## config.mk

```make
export PLATFORM = sky130hd
export DESIGN_NAME = keypad_scanner
export DESIGN_NICKNAME = d
export VERILOG_FILES = /design/src/rtl/keypad_pkg.sv /design/src/rtl/keypad_tick.sv /design/src/rtl/keypad_scanner.sv
export SDC_FILE = /design/constraint.sdc
export NUM_CORES = 1
export LEC_CHECK = 0
export ABC_AREA = 1
export ABC_CLOCK_PERIOD_IN_PS = 2300
export BUFFER_PORTS_ARGS = -buffer_cell sky130_fd_sc_hd__buf_2
export CORE_AREA = 2 2 82 84
export CTS_CLUSTER_SIZE = 16
export DETAILED_ROUTE_END_ITERATION = 6
export DIE_AREA = 0 0 84 86
export SLEW_MARGIN = 15
export SYNTH_ARGS = -nofsm -noshare
export SYNTH_HDL_FRONTEND = slang
export SYNTH_SLANG_ARGS = --single-unit
```

## constraint.sdc

```tcl
create_clock -name clk -period 2.3 [get_ports clk]
set_input_delay 0.345 -clock clk [delete_from_list [all_inputs] [get_ports clk]]
set_output_delay 0.345 -clock clk [all_outputs]
set_load 0.02 [all_outputs]
```

## src/rtl/keypad_pkg.sv

```systemverilog
// Shared types and helpers for the 4x4 matrix keypad scanner.
package keypad_pkg;

    typedef enum logic [1:0] {
        SCAN,
        DEBOUNCE,
        HELD,
        RELEASE
    } kp_state_t;

    localparam int KP_ROWS = 4;
    localparam int KP_COLS = 4;

    // All rows pulled up: no key in the driven column is down.
    localparam logic [KP_ROWS-1:0] KP_ROWS_IDLE = '1;

    // Index of the lowest-numbered row that is pulled low.
    function automatic logic [1:0] kp_lowest_row(input logic [3:0] rows);
        logic [1:0] idx;
        logic       found;
        idx   = '0;
        found = 1'b0;
        for (int unsigned i = 0; i < KP_ROWS; i++) begin
            if (!rows[i] && !found) begin
                idx   = i[1:0];
                found = 1'b1;
            end
        end
        return idx;
    endfunction

    // Active-low one-cold column drive for a column index.
    function automatic logic [KP_COLS-1:0] kp_col_drive(input logic [1:0] col);
        return ~(4'b0001 << col);
    endfunction

endpackage

```

## src/rtl/keypad_tick.sv

```systemverilog
// Scan-rate divider: a wrapping counter that pulses tick once per SCAN_DIV cycles.
module keypad_tick #(
    parameter int SCAN_DIV = 27000
) (
    input  logic clk,
    input  logic nrst,
    output logic tick
);

    localparam int             CW   = (SCAN_DIV > 1) ? $clog2(SCAN_DIV) : 1;
    localparam logic [CW-1:0]  LAST = CW'(SCAN_DIV - 1);

    logic [CW-1:0] count;

    // Free-running counter 0..SCAN_DIV-1
    always_ff @(posedge clk or negedge nrst) begin
        if (!nrst) begin
            count <= '0;
        end else if (count == LAST) begin
            count <= '0;
        end else begin
            count <= count + 1'b1;
        end
    end

    assign tick = (count == LAST);

endmodule

```

## src/rtl/keypad_scanner.sv

```systemverilog
// 4x4 active-low keypad scanner: column drive, row synchronizer, press/release
// debounce and a single-cycle key_valid strobe per accepted press.
module keypad_scanner
    import keypad_pkg::*;
#(
    parameter int SCAN_DIV       = 27000,
    parameter int DEBOUNCE_TICKS = 20
) (
    input  logic               clk,
    input  logic               nrst,
    input  logic [KP_ROWS-1:0] row_in,
    output logic [KP_COLS-1:0] col_out,
    output logic [3:0]         key_code,
    output logic               key_valid,
    output logic               key_held
);

    localparam logic [7:0] DB_LAST = 8'(DEBOUNCE_TICKS);

    logic               tick;
    logic [KP_ROWS-1:0] rows_meta;
    logic [KP_ROWS-1:0] rows_s;
    kp_state_t          state;
    logic [1:0]         col_idx;
    logic [1:0]         col_next;
    logic [1:0]         row_idx;
    logic [KP_ROWS-1:0] pat;
    logic [7:0]         cnt;
    logic [7:0]         cnt_inc;

    keypad_tick #(
        .SCAN_DIV(SCAN_DIV)
    ) u_tick (
        .clk (clk),
        .nrst(nrst),
        .tick(tick)
    );

    // Two-flop synchronizer for the asynchronous rows, idle (all high) in reset
    always_ff @(posedge clk or negedge nrst) begin
        if (!nrst) begin
            rows_meta <= '1;
            rows_s    <= '1;
        end else begin
            rows_meta <= row_in;
            rows_s    <= rows_meta;
        end
    end

    assign col_next = col_idx + 2'd1;
    assign cnt_inc  = (cnt == 8'hFF) ? cnt : cnt + 8'd1;

    // Scan/debounce FSM; all state and outputs advance only on tick
    always_ff @(posedge clk or negedge nrst) begin
        if (!nrst) begin
            state     <= SCAN;
            col_idx   <= '0;
            col_out   <= kp_col_drive(2'd0);
            row_idx   <= '0;
            pat       <= '1;
            cnt       <= '0;
            key_code  <= '0;
            key_valid <= 1'b0;
            key_held  <= 1'b0;
        end else begin
            key_valid <= 1'b0;
            if (tick) begin
                unique case (state)
                    SCAN: begin
                        if (rows_s == KP_ROWS_IDLE) begin
                            col_idx <= col_next;
                            col_out <= kp_col_drive(col_next);
                        end else begin
                            row_idx <= kp_lowest_row(rows_s);
                            pat     <= rows_s;
                            // A single-sample debounce accepts on the detecting tick
                            if (DB_LAST <= 8'd1) begin
                                key_code  <= {kp_lowest_row(rows_s), col_idx};
                                key_valid <= 1'b1;
                                key_held  <= 1'b1;
                                cnt       <= '0;
                                state     <= HELD;
                            end else begin
                                cnt   <= 8'd1;
                                state <= DEBOUNCE;
                            end
                        end
                    end

                    DEBOUNCE: begin
                        if (rows_s == pat) begin
                            cnt <= cnt_inc;
                            if (cnt_inc >= DB_LAST) begin
                                key_code  <= {row_idx, col_idx};
                                key_valid <= 1'b1;
                                key_held  <= 1'b1;
                                cnt       <= '0;
                                state     <= HELD;
                            end
                        end else begin
                            // Bounce: drop the candidate and resume scanning
                            col_idx <= col_next;
                            col_out <= kp_col_drive(col_next);
                            cnt     <= '0;
                            state   <= SCAN;
                        end
                    end

                    HELD: begin
                        if (rows_s != KP_ROWS_IDLE) begin
                            cnt <= '0;
                        end else if (DB_LAST <= 8'd1) begin
                            key_held <= 1'b0;
                            col_idx  <= col_next;
                            col_out  <= kp_col_drive(col_next);
                            cnt      <= '0;
                            state    <= SCAN;
                        end else begin
                            cnt   <= 8'd1;
                            state <= RELEASE;
                        end
                    end

                    RELEASE: begin
                        if (rows_s != KP_ROWS_IDLE) begin
                            cnt   <= '0;
                            state <= HELD;
                        end else begin
                            cnt <= cnt_inc;
                            if (cnt_inc >= DB_LAST) begin
                                key_held <= 1'b0;
                                col_idx  <= col_next;
                                col_out  <= kp_col_drive(col_next);
                                cnt      <= '0;
                                state    <= SCAN;
                            end
                        end
                    end

                    default: begin
                        state <= SCAN;
                    end
                endcase
            end
        end
    end

endmodule

```

==> out/metrics.yaml <==
power_density_nw_per_um2: 530.6
post-synth-top-count-cell: "sky130_fd_sc_hd__nand2_1"
floorplan.core_area_um2: 6277
timing.critical_path.arrival_ps: 2160
cts.htree.levels: 2
via_per_inst: 4.960
grt_setup_unrepaired: "false"
synth_top_cell_by_area: "sky130_fd_sc_hd__dfrtp_1"
worstSkewPairLatency_ps: 300
power.static_leakage_nw: 1.454
max_cap_violations: 0
synth.cell_area_um2: 2656
syn_nets: 332
final.fill_count: 628
timing.final.crit_share_pct: 85.20
synth_cells: 320
drt-pass1-iter-count: 4
synthesis.area_per_instance_um2: 8.301
internal_power_mw: 1.235
cts_tree: "built"
largest_driver_fanout_on_the_critical_path: 8
areaGrowthSynthToFinish_pct: 11.02
global_route.usage.met2_pct: 24.07
grt.busiest_layer: "met2"
cts-root-to-sink-buffers: 2
placement_rows: 29
fin_crit_ps: 1960
ctsRootBufferMaster: "sky130_fd_sc_hd__clkbuf_8"
gr-usage-all-layers_pct: 14.83
io_pins: 16
timing.clock.skew_ps: 7.677
synth_commonest_cells: "sky130_fd_sc_hd__nand2_1 (72), sky130_fd_sc_hd__inv_1 (48), sky130_fd_sc_hd__dfrtp_1 (36), sky130_fd_sc_hd__nor2_1 (33), sky130_fd_sc_hd__nand3_1 (22)"
detail_route.drc_violations: 0
report.final.setup_viol: 0
ctsResizeCount: 0
combinational_fraction_of_design_power_pct: 2.4
post-cts-setup-buffers: 0
fmax_ghz: 0.5103
run_status: "completed"
buffer_ports.inserted: 15
cp_slowest_cell: "sky130_fd_sc_hd__dfrtp_1"
post_synthesis_async_set_or_reset_flop_share_pct: 100.0
post-route-cell-area_um2: 2949
number_of_global_route_vias_before_repair: 1978
synth-main-ff-cell: "sky130_fd_sc_hd__dfrtp_1"
grt_start_max_net_pins: 21
worst-setup-path-type: "flip-flop to flip-flop"
worst-slew-pin-transition_ps: 629.6
netlist.area_leader.share_pct: 33.91
layout-drive-gt1-share_pct: 18.31
grt_first_pass_wirelength_mm: 8.880
area_taken_by_multi_input_logic_gates_um2: 1139
vdd_drop_max_v: 0.0002629
clkSinkCount: 51
finalCoreUtilization_pct: 46.98
global_route_track_usage_on_met1_pct: 20.67
synth_edf_count: 0
cp_cell_sequence: "ha_1 > inv_1 > nor2_2 > nand2_2 > inv_1 > a21oi_4 > nand4_1 > nand3_1 > nand2_1 > nand2_1 > inv_1"
critical_path_buf_inv_count: 3
unique_cell_type_count_in_the_yosys_netlist: 40
dieHeight_um: 86
average_wire_per_standard_cell_um: 11.66
seq_area_frac_synth_pct: 48.75
globalplace.congestion: 0.8727
critical-path-max-stage-delay_ps: 430
fin_nets: 355
slew_headroom_pct: 57.64
totalWireLength_mm: 4.910
power.sequential.fraction_pct: 58.4
synth.yosys.warnings: 0
totalPowerFinal_mw: 1.565
clock_slew_at_the_register_clock_pins_of_the_worst_setup_and_hold_paths_ps: 90
critPathTopFamily: "simple AND/OR/NAND/NOR gates"
final_hold_violation_count: 0
vias: 2088
initialDrtViolationCount: 100
power.switching_fraction_pct: 21.10
die-area_um2: 7224
dieWidth_um: 84
ys_ff_latch: 51
final-seq-area_um2: 1295
hpwlAfterDp_mm: 3.775
n_antenna_cell: 0
end_kind: "flip-flop"
power_switching_uw: 330.2
antenna_found_initial: 0
worst_ep_required_time_ps: 2500
worst_hold_path_type: "input port to flip-flop"
maxSlewViolCount: 0
global_route.overflow_total: 0
initial_utilization_pct: 42.32
timing.critical_path.from_type: "flip-flop"
placedCellCount: 412
path_common_cell: "sky130_fd_sc_hd__inv_1"
met3_usage_pct: 2.599
hold_buffers: 1
ant_nets: 0
non_filler_cells_in_the_finished_layout: 421
ys_top_cells_by_area: "sky130_fd_sc_hd__dfrtp_1 (34%), sky130_fd_sc_hd__dfstp_2 (15%), sky130_fd_sc_hd__nand2_1 (10%), sky130_fd_sc_hd__inv_1 (6.8%), sky130_fd_sc_hd__nor2_1 (4.7%)"
place_area_um2: 2823
setup_total_negative_slack_ps: 0
clock_power_share_pct: 39.2
cts_made_buffers: 5
==> flip-flops by register name, summed over array words and instances (netlist names) <==
signal	count
cnt	8
col_idx	2
col_out	4
key_code	4
key_held	1
key_valid	1
pat	4
row_idx	2
rows_meta	4
rows_s	4
state	2
u_tick.count	15
==> final cells by class <==
cell class,instances,area share (%)
clock buffer,7,3.649
tap,77,3.267
sequential,51,43.91
timing repair buffer,19,3.649
inverter,52,6.619
clock inverter,1,0.2970
multi-input combinational,214,38.61
==> power groups by stage <==
stage               Sequential [mW]  Combinational [mW]  Clock, mW
floorplan                     0.930              0.0109          0
global placement              0.930              0.0376          0
detailed placement            0.931              0.0378          0
CTS                           0.914              0.0392      0.644
global route                  0.915              0.0442      0.678
finish                        0.914              0.0372      0.614
==> stage by stage <==
stage | setup slack, ps | hold slack (ps)
final | 340.4 | 135.2
after global routing | 88.01 | 109.9
after CTS | 333.7 | 113.8
after detailed placement | 359.5 | 280.7
after global placement | 395.5 | 277.7
after floorplan | 607.2 | 49.41
==> cells in the final DEF (no fill, tap or decap), types with 2 or more instances in the layout <==
cell type                   n
sky130_fd_sc_hd__nand2_1   72
sky130_fd_sc_hd__inv_1     48
sky130_fd_sc_hd__dfrtp_1   36
sky130_fd_sc_hd__nor2_1    33
sky130_fd_sc_hd__nand3_1   22
sky130_fd_sc_hd__dfstp_2   15
sky130_fd_sc_hd__buf_2     15
sky130_fd_sc_hd__nand4_1   13
sky130_fd_sc_hd__o21ai_0   11
sky130_fd_sc_hd__a21oi_1    9
sky130_fd_sc_hd__ha_1       6
sky130_fd_sc_hd__clkbuf_8   6
sky130_fd_sc_hd__nor2_2     5
sky130_fd_sc_hd__o21ai_2    5
sky130_fd_sc_hd__o21ai_1    5
sky130_fd_sc_hd__xor2_1     4
sky130_fd_sc_hd__nand3_2    4
sky130_fd_sc_hd__nor3_1     3
sky130_fd_sc_hd__inv_2      3
sky130_fd_sc_hd__buf_4      3
sky130_fd_sc_hd__and2_1     2
sky130_fd_sc_hd__o22ai_1    2
==> path summary, 6_finish.rpt <==
path                               from           end  slack, ps  cells past startpoint
min in group asynchronous          nrst        cnt[5]        470                      2
max in group asynchronous          nrst  rows_meta[3]       1180                      3
setup reg to reg                 cnt[0]      state[1]        340                     11
hold reg to reg            rows_meta[3]     rows_s[3]        360                      0
hold / removal                row_in[1]  rows_meta[1]        140                      1
setup / recovery                 cnt[0]      state[1]        340                     11
==> cell families after synthesis <==
logic type,count (synthesis),share of synthesized area (%)
mux,1,0.3768
simple gates,161,28.26
compound gates,41,9.751
flops,51,48.75
buf+inv,55,8.384
fa+ha+maj,6,2.826
xor+xnor,5,1.649
==> layer usage <==
metal / wire [µm] / vias to the layer above
li1: - / 1074
met1: 2521 / 980
met2: 2232 / 30
met3: 131 / 4
met4: 25 / 0
met5: 0 / -
No activity file was read; power rests on OpenSTA's default activity.
